`config.mk`:
```
export PLATFORM = sky130hd
export DESIGN_NAME = gba_bus_arbiter
export DESIGN_NICKNAME = d
export VERILOG_FILES = /design/src/rtl/gba_bus_arbiter.sv
export SDC_FILE = /design/constraint.sdc
export NUM_CORES = 1
export LEC_CHECK = 0
export CAP_MARGIN = 30
export CORE_MARGIN = 4
export CORE_UTILIZATION = 49
export CTS_CLUSTER_SIZE = 24
export DETAILED_ROUTE_END_ITERATION = 10
export GPL_TIMING_DRIVEN = 1
export PLACE_DENSITY = 0.93
export SYNTH_ARGS = -nofsm -noshare
export SYNTH_HDL_FRONTEND = slang
export SYNTH_SLANG_ARGS = --single-unit
```
`constraint.sdc`:
```
create_clock -name clock -period 3.7 [get_ports clock]
set_input_delay 0.37 -clock clock [delete_from_list [all_inputs] [get_ports clock]]
set_output_delay 0.37 -clock clock [all_outputs]
set_load 0.005 [all_outputs]
```
`src/rtl/gba_bus_arbiter.sv`:
```
// ============================================================================
// Module   : gba_bus_arbiter
// Purpose  : Two-master (CPU / DMA) arbiter in front of the memory system's
//            CPU/DMA port. Selects the bus owner, drives the single memory
//            bus, returns pause to the owner while stalling the non-owner,
//            and steers one-cycle-latency read data back to the master that
//            issued the read.
// Ports    : clock, reset (async, active-low)
//            cpu_addr/wdata/size/write  -> CPU request side
//            cpu_rdata, cpu_pause       <- CPU return side
//            dma_req/addr/wdata/size/write -> DMA request side
//            dma_grant, dma_rdata, dma_pause <- DMA return side
//            bus_addr/wdata/size/write  -> memory
//            bus_rdata, bus_pause       <- memory
// Options  : `define ARB_BURST_LIMIT_EN to cap a DMA burst at MAX_BURST
//            unpaused cycles, after which the CPU gets one bus slot.
// Revision : 1.0 - initial release
// ============================================================================
`default_nettype none

module gba_bus_arbiter #(
    parameter int MAX_BURST = 16,
    parameter int CNT_W     = 5
) (
    input  logic        clock,
    input  logic        reset,
    input  logic [31:0] cpu_addr,
    input  logic [31:0] cpu_wdata,
    input  logic [1:0]  cpu_size,
    input  logic        cpu_write,
    output logic [31:0] cpu_rdata,
    output logic        cpu_pause,
    input  logic        dma_req,
    input  logic [31:0] dma_addr,
    input  logic [31:0] dma_wdata,
    input  logic [1:0]  dma_size,
    input  logic        dma_write,
    output logic        dma_grant,
    output logic [31:0] dma_rdata,
    output logic        dma_pause,
    output logic [31:0] bus_addr,
    output logic [31:0] bus_wdata,
    output logic [1:0]  bus_size,
    output logic        bus_write,
    input  logic [31:0] bus_rdata,
    input  logic        bus_pause
);

    typedef enum logic [1:0] {
        ST_CPU    = 2'd0,
        ST_TO_DMA = 2'd1,
        ST_DMA    = 2'd2,
        ST_TO_CPU = 2'd3
    } state_t;

    state_t      r_state;
    state_t      w_next_state;
    logic        r_rd_dma;      // read data currently in flight belongs to DMA
    logic [31:0] r_hold_addr;
    logic [31:0] r_hold_wdata;
    logic [1:0]  r_hold_size;
    logic [31:0] r_cpu_rdata;
    logic [31:0] r_dma_rdata;
    logic        w_limit_hit;
    logic [31:0] w_addr;
    logic [31:0] w_wdata;
    logic [1:0]  w_size;
    logic        w_write;
    logic [31:0] w_cpu_rdata;
    logic [31:0] w_dma_rdata;

`ifdef ARB_BURST_LIMIT_EN
    localparam logic [CNT_W-1:0] C_LAST_BEAT = CNT_W'(MAX_BURST - 1);

    logic [CNT_W-1:0] r_burst_cnt;

    // Only unpaused DMA cycles count as transferred beats.
    always_ff @(posedge clock or negedge reset) begin
        if (!reset) begin
            r_burst_cnt <= '0;
        end else if (r_state != ST_DMA) begin
            r_burst_cnt <= '0;
        end else if (!bus_pause) begin
            r_burst_cnt <= r_burst_cnt + 1'b1;
        end
    end

    // The beat completing this cycle is the last one allowed in the burst.
    assign w_limit_hit = (r_state == ST_DMA) && !bus_pause && (r_burst_cnt == C_LAST_BEAT);
`else
    // No burst cap: DMA keeps the bus until it drops dma_req. The parameter
    // terms are constant-false for any usable configuration.
    assign w_limit_hit = (MAX_BURST == 0) && (CNT_W == 0);
`endif

    // ------------------------------------------------------------------
    // Ownership FSM
    // ------------------------------------------------------------------
    always_ff @(posedge clock or negedge reset) begin
        if (!reset) begin
            r_state <= ST_CPU;
        end else begin
            r_state <= w_next_state;
        end
    end

    // Leaving an owner state waits for bus_pause low so a latched write of
    // the outgoing owner completes before the handoff cycle.
    always_comb begin
        w_next_state = r_state;
        case (r_state)
            ST_CPU:    if (dma_req && !bus_pause) w_next_state = ST_TO_DMA;
            ST_TO_DMA: w_next_state = ST_DMA;
            ST_DMA:    if ((!dma_req && !bus_pause) || w_limit_hit) w_next_state = ST_TO_CPU;
            ST_TO_CPU: w_next_state = ST_CPU;
            default:   w_next_state = ST_CPU;
        endcase
    end

    // ------------------------------------------------------------------
    // Bus mux: handoff cycles re-drive the previous owner's request with
    // the write strobe suppressed.
    // ------------------------------------------------------------------
    always_comb begin
        w_addr  = r_hold_addr;
        w_wdata = r_hold_wdata;
        w_size  = r_hold_size;
        w_write = 1'b0;
        case (r_state)
            ST_CPU: begin
                w_addr  = cpu_addr;
                w_wdata = cpu_wdata;
                w_size  = cpu_size;
                w_write = cpu_write;
            end
            ST_DMA: begin
                w_addr  = dma_addr;
                w_wdata = dma_wdata;
                w_size  = dma_size;
                w_write = dma_write;
            end
            default: ;
        endcase
    end

    // Read data arriving this cycle answers the address of the previous
    // cycle, so it follows the registered read owner.
    assign w_cpu_rdata = r_rd_dma ? r_cpu_rdata : bus_rdata;
    assign w_dma_rdata = r_rd_dma ? bus_rdata   : r_dma_rdata;

    always_ff @(posedge clock or negedge reset) begin
        if (!reset) begin
            r_rd_dma     <= 1'b0;
            r_hold_addr  <= '0;
            r_hold_wdata <= '0;
            r_hold_size  <= '0;
            r_cpu_rdata  <= '0;
            r_dma_rdata  <= '0;
        end else begin
            if (r_state == ST_CPU) begin
                r_rd_dma <= 1'b0;
            end else if (r_state == ST_DMA) begin
                r_rd_dma <= 1'b1;
            end
            r_hold_addr  <= w_addr;
            r_hold_wdata <= w_wdata;
            r_hold_size  <= w_size;
            r_cpu_rdata  <= w_cpu_rdata;
            r_dma_rdata  <= w_dma_rdata;
        end
    end

    // ------------------------------------------------------------------
    // Outputs are forced to zero while reset is asserted so no write can
    // reach memory after reset assertion, even before the next edge.
    // ------------------------------------------------------------------
    assign bus_addr  = reset ? w_addr  : '0;
    assign bus_wdata = reset ? w_wdata : '0;
    assign bus_size  = reset ? w_size  : '0;
    assign bus_write = reset & w_write;
    assign cpu_rdata = reset ? w_cpu_rdata : '0;
    assign dma_rdata = reset ? w_dma_rdata : '0;
    assign cpu_pause = reset & ((r_state != ST_CPU) | bus_pause);
    assign dma_pause = reset & ((r_state != ST_DMA) | bus_pause);
    assign dma_grant = reset & (r_state == ST_DMA);

endmodule

`default_nettype wire

```
# --- Word-level counts from Yosys, hierarchy flattened ---
# Cells that the tools add are included.
totals:
  register_bits: 133
  inputBits: 170
  out_inout_bits: 134
  wordCells: 43
classes:
  eq_ne: 6
  n_mux: 16
  n_bitwise: 6
  reduce_logical: 8
ops:
  columns: ["cell", "count"]
  rows:
  - ["2-to-1 mux 32 bit", 6]
  - ["one-hot mux 32 bit (2 select lines)", 2]
  - ["one-hot mux 2 bit (4 select lines)", 1]
  - ["2-to-1 mux 2 bit", 3]
  - ["inequality test 2 bit, second input constant", 3]
  - ["bitwise AND 1 bit", 4]
  - ["equality test 2 bit, second input constant", 2]
  - ["one-hot mux 2 bit (2 select lines)", 1]
  - ["nonzero test 2 bit", 2]
  - ["equality test 2 x 1 -> 1 bit, second input constant", 1]
  - ["logical AND 1 bit", 2]
  - ["zero test 1 bit", 2]
  - ["zero test 2 bit", 1]
  - ["2-to-1 mux 1 bit", 2]
  - ["bitwise OR 1 bit", 2]
  - ["one-hot mux 1 bit (2 select lines)", 1]
  - ["AND reduction 2 bit", 1]

# --- Logic depth before layout (Yosys ltp) ---
logic_depth:
  ltp_word: 4
  depth_mapped: 7
  mapped_depth_nobuf: 5

# --- Least setup slack after synthesis ---
# OpenSTA, ideal clock, no wires.
synth_timing:
  path_type: "register to output"
  from: "register r_state[0]"
  to: "output bus_addr[0]"
  t_arrival_ns: 1.381
  setup_slack_ns: 1.949
  path_stages_with_launch: 8
  path_buffers: 3
  path_cell_list: "dfrtp_1 > inv_1 > ha_1 > buf_6 > buf_12 > buf_12 > a311oi_2 > a211oi_2"
synth_via:
  elab_chain_len: 3
  elab_cells_between_ends: 4
  classes_between: "eq/ne (1); mux (2); reduce/logical (1)"
synth_rtl:
  columns: ["element", "line", "text"]
  rows:
  - ["start, declared", "56", "state_t r_state;"]
  - ["start signal, assigned", "103", "r_state <= w_next_state;"]
  - ["equality test 2 bit or zero test 2 bit (tied branches)", "129", "case (r_state)"]
  - ["one-hot mux 32 bit (2 select lines) (*)", "129", null]
  - ["2-to-1 mux 32 bit (*)", "177", "assign bus_addr = reset ? w_addr : '0;"]
  - ["end, declared", "41", "output logic [31:0] bus_addr,"]
# Every way passes the cells marked *; elsewhere a longest branch is shown, timed or not.

# --- Worst setup path in the final report ---
layout_timing:
  from: "register r_state[0]"
  to: "output bus_wdata[28]"
layout_via:
  elab_chain_len: 3
  elab_cells_between_ends: 4
  classes_between: "eq/ne (1); mux (2); reduce/logical (1)"
layout_rtl:
  columns: ["element", "line", "text"]
  rows:
  - ["equality test 2 bit or zero test 2 bit (tied branches)", "129", null]
  - ["one-hot mux 32 bit (2 select lines) (*)", "129", null]
  - ["2-to-1 mux 32 bit (*)", "178", "assign bus_wdata = reset ? w_wdata : '0;"]
  - ["end, declared", "42", "output logic [31:0] bus_wdata,"]
# Marks and branches as above.

==> run summary <==
The global routing stage identified its most utilized layer as met2. CTS placed an instance of sky130_fd_sc_hd__clkbuf_16 at the clock tree root. The synthesized netlist occupies a cell area of 0.00822 sq mm.

In this design, the stage delay of the slowest critical-path cell is 0.54 ns. The ratio of final minimum period to clock period is 0.892. The logic depth of the worst register-to-register path was 6; the met3 usage was 0.0771. In this run the standard cell core region covers 0.0165 sq mm. The worst path needs 3.30 ns of the cycle, external delays included. TritonCTS built the clock tree. Counting distinct cell types in the post-synthesis netlist gives 24.

The post-DP HPWL came out at 16.1 mm. The slowest stage cell on the critical path is sky130_fd_sc_hd__clkdlybuf4s50_1. The pin count of the biggest net entering global routing was 199; the clock slew seen by the registers of the worst setup and hold paths was 0.06 ns. The via count of the first global-routing pass was 6643; the leakage power of the design was 4.48 nW. The number of nets in the synthesized netlist is 860. For the worst setup path, the data arrival time is 2.93 ns. TritonCTS created 17 clock buffers.

CTS built an H-tree with a depth of 4. For the worst setup path, the data required time is 3.33 ns. The average footprint of a synthesized cell was 12.0 sq um; the global routing met2 resource utilization was 0.384. At the end of routability-driven placement, the weighted congestion stood at 0.773. Power spread over the standard cell area amounts to 866 mW/mm^2.

Setup repair after global routing left no endpoint under its margin. The initial antenna violation count was 1. The critical path class was register to primary output. For the total power after layout, the log shows 10.3 mW. The post-detailed-route DRC marker count is 0. The clock latency at the later pin of the worst-skew pair is 0.41 ns, and the critical path depth in cells is 7. Setup violations remaining at the end of the flow were counted as 0.

Die height: 138 microns. The number of hold violations in the final report is 0. The residual overflow from global routing came out at 0. In this run the deepest clock path goes through 2 buffers. The Yosys step of the flow raised 0 warnings.

The path class of the tightest hold or removal check is primary input to async pin. Clock tree synthesis found a total of 133 sinks. The first-iteration detailed-routing DRC count was 311. Max-cap violations in this run came to 0. The overall via count from detail_route was 6558. The accumulated negative setup slack is 0 ns. The worst setup path is captured at a primary output. The run finished with clean final reports. Of all nets on the critical path, the largest fanout is 35.

STA classifies the critical path startpoint as a register. Traced cell by cell, the critical path runs through inv_1, ha_4, buf_4, nor2b_1, a311oi_2, a211oi_2, clkdlybuf4s50_1. Row generation in the floorplan step produced 47 rows. Dividing the detail-routed wire length by the instance count gives 19.2 microns. 304 I/O pins were placed. The cell count after synthesis came out at 686. Between clock sinks in the finished design, the worst skew comes to 0.00631 ns. Relative to the synthesized area, the layout overhead comes to 44.1%. Among all flip-flop cells after synthesis, the most frequent one is sky130_fd_sc_hd__dfrtp_1. The share of async-settable or async-resettable flops after synthesis is 1.00, and the count of nets left with antenna violations after detail routing is 0.

Buffers placed on the I/O ports in this run total 303. Broken down by cell family, the worst path's largest delay share belongs to buffers and inverters. The logs give 0 for the max-slew violation count and 0.405 for the part of the Yosys area used for sequential elements. Using the TritonRoute via totals, the vias-per-cell ratio works out to 5.52. Across the VDD grid, the largest voltage drop is 0.000458 V.

The worst max-slew margin expressed relative to the limit was 0.415; the measured slew at the worst slew-check pin was 0.877 ns. For this run, the detailed router's first-pass iteration total came to 4. The first global-routing pass estimated 34.6 mm of wire. The routed design has 22.8 mm of wire. The share of final-layout standard cells stronger than drive strength 1 is 0.264.

The number of gates resized after CTS was 0. The buffers plus inverters on the worst setup path was 3; the count of hold-fix buffers inserted at cts was 0. Count of nets after finishing: 1127. After synthesis the netlist holds a flip-flop and latch count of 133. The run gives 0.0189 sq mm as the die area. The overall track demand over capacity in global routing came out at 0.235. Measured along the x axis, the die boundary spans 138 microns. The logs give 303 MHz for the maximum clock frequency and 0 for the count of buffers added by post-CTS timing repair for setup.

The number of synthesized flops with an enable pin is 0, and the met1 usage in global routing is 0.284. The logs give 0.717 for the final core area utilization and 0.497 for the effective utilization at floorplan.
routing by layer:
| metal | vias up | part of all wire |
|---|---|---|
| met5 | - | 0 |
| met4 | 0 | 0.030 |
| met3 | 44 | 0.089 |
| met2 | 274 | 0.48 |
| met1 | 3153 | 0.40 |
| li1 | 3087 | - |
placed cells by master (no fill, tap or decap), types with 3 or more instances in the layout:
cell type                           n
sky130_fd_sc_hd__ha_4               3
sky130_fd_sc_hd__clkbuf_8           3
sky130_fd_sc_hd__mux2_4            50
sky130_fd_sc_hd__clkbuf_16         17
sky130_fd_sc_hd__a311oi_2          66
sky130_fd_sc_hd__a21oi_1          134
sky130_fd_sc_hd__nor2_1             4
sky130_fd_sc_hd__inv_6              5
sky130_fd_sc_hd__clkinv_2           3
sky130_fd_sc_hd__dfrtp_1          132
sky130_fd_sc_hd__and2_1            65
sky130_fd_sc_hd__a211oi_2          66
sky130_fd_sc_hd__clkinvlp_4         4
sky130_fd_sc_hd__inv_1              3
sky130_fd_sc_hd__mux2_2            15
sky130_fd_sc_hd__clkdlybuf4s50_1  302
sky130_fd_sc_hd__nor2b_1           66
sky130_fd_sc_hd__buf_12             8
sky130_fd_sc_hd__buf_4             10
cells by family (layout without fill, tap and decap cells):
logic type / count (synthesis) / after routing / share of synthesized area
AND/OR/NAND/NOR: 136 / 136 / 0.102
other: 0 / 1 / 0
AO/OA/AOI/OAI: 270 / 270 / 0.308
adder cells (fa/ha/maj): 4 / 4 / 0.00609
multiplexers: 66 / 66 / 0.113
flip-flops: 133 / 133 / 0.405
buffers and inverters: 77 / 357 / 0.0661
where the power goes:
part | internal, mW | leakage [nW] | switching (mW) | total, mW
sequential | 2.22 | 1.56 | 0.319 | 2.54
combinational | 3.24 | 2.65 | 2.88 | 6.13
clock | 0.919 | 0.266 | 0.674 | 1.59
total | 6.38 | 4.48 | 3.88 | 10.3
cell usage after synthesis (all sizes together) (4+ instances only):
master | n | area (sq um)
a21oi | 135 | 679
dfrtp | 133 | 3330
a211oi | 66 | 826
a311oi | 66 | 991
nor2b | 66 | 413
and2 | 65 | 407
mux2 | 65 | 920
buf | 59 | 475
clkbuf | 14 | 52.6
ha | 4 | 50.1
inv | 4 | 15.0
nor2 | 4 | 15.0
layout make-up:
type                       instances  area (sq um)
multi-input combinational        476          4390
fill                            1116          4680
timing repair buffer             321          3270
sequential                       133          3330
inverter                           4          16.3
tap                              220           275
clock inverter                    12          92.6
clock buffer                      20           467
antenna                            1          2.50
registers in the layout, indices dropped and copies added (netlist names):
register      cells
r_dma_rdata      32
r_hold_addr      32
r_rd_dma          1
r_cpu_rdata      32
r_hold_wdata     32
r_hold_size       2
r_state           2
stage by stage:
stage | hold slack, ns | cell area [sq um] | setup WS, ns | instances
floorplan | 0.0744 | 8220 | 1.95 | 686
global placement | 0.471 | 11300 | 0.863 | 1154
detailed placement | 0.476 | 11300 | 0.811 | 1154
CTS | 0.168 | 11800 | 0.345 | 1186
global route | 0.214 | 11800 | 0.218 | 1187
finish | 0.134 | 11800 | 0.398 | 1187
final timing paths:
kind / startpoint / to / slack [ns]
worst max-delay path: r_state[0] / bus_wdata[28] / 0.40
worst min-delay path: reset / r_hold_wdata[23] / 0.13
worst max register to register: r_state[0] / r_hold_addr[1] / 1.55
worst min register to register: r_dma_rdata[5] / r_dma_rdata[5] / 0.49
max in group asynchronous: reset / r_rd_dma / 2.86
min in group clock: r_dma_rdata[5] / r_dma_rdata[5] / 0.49
Power figures use the tool's default switching activity.
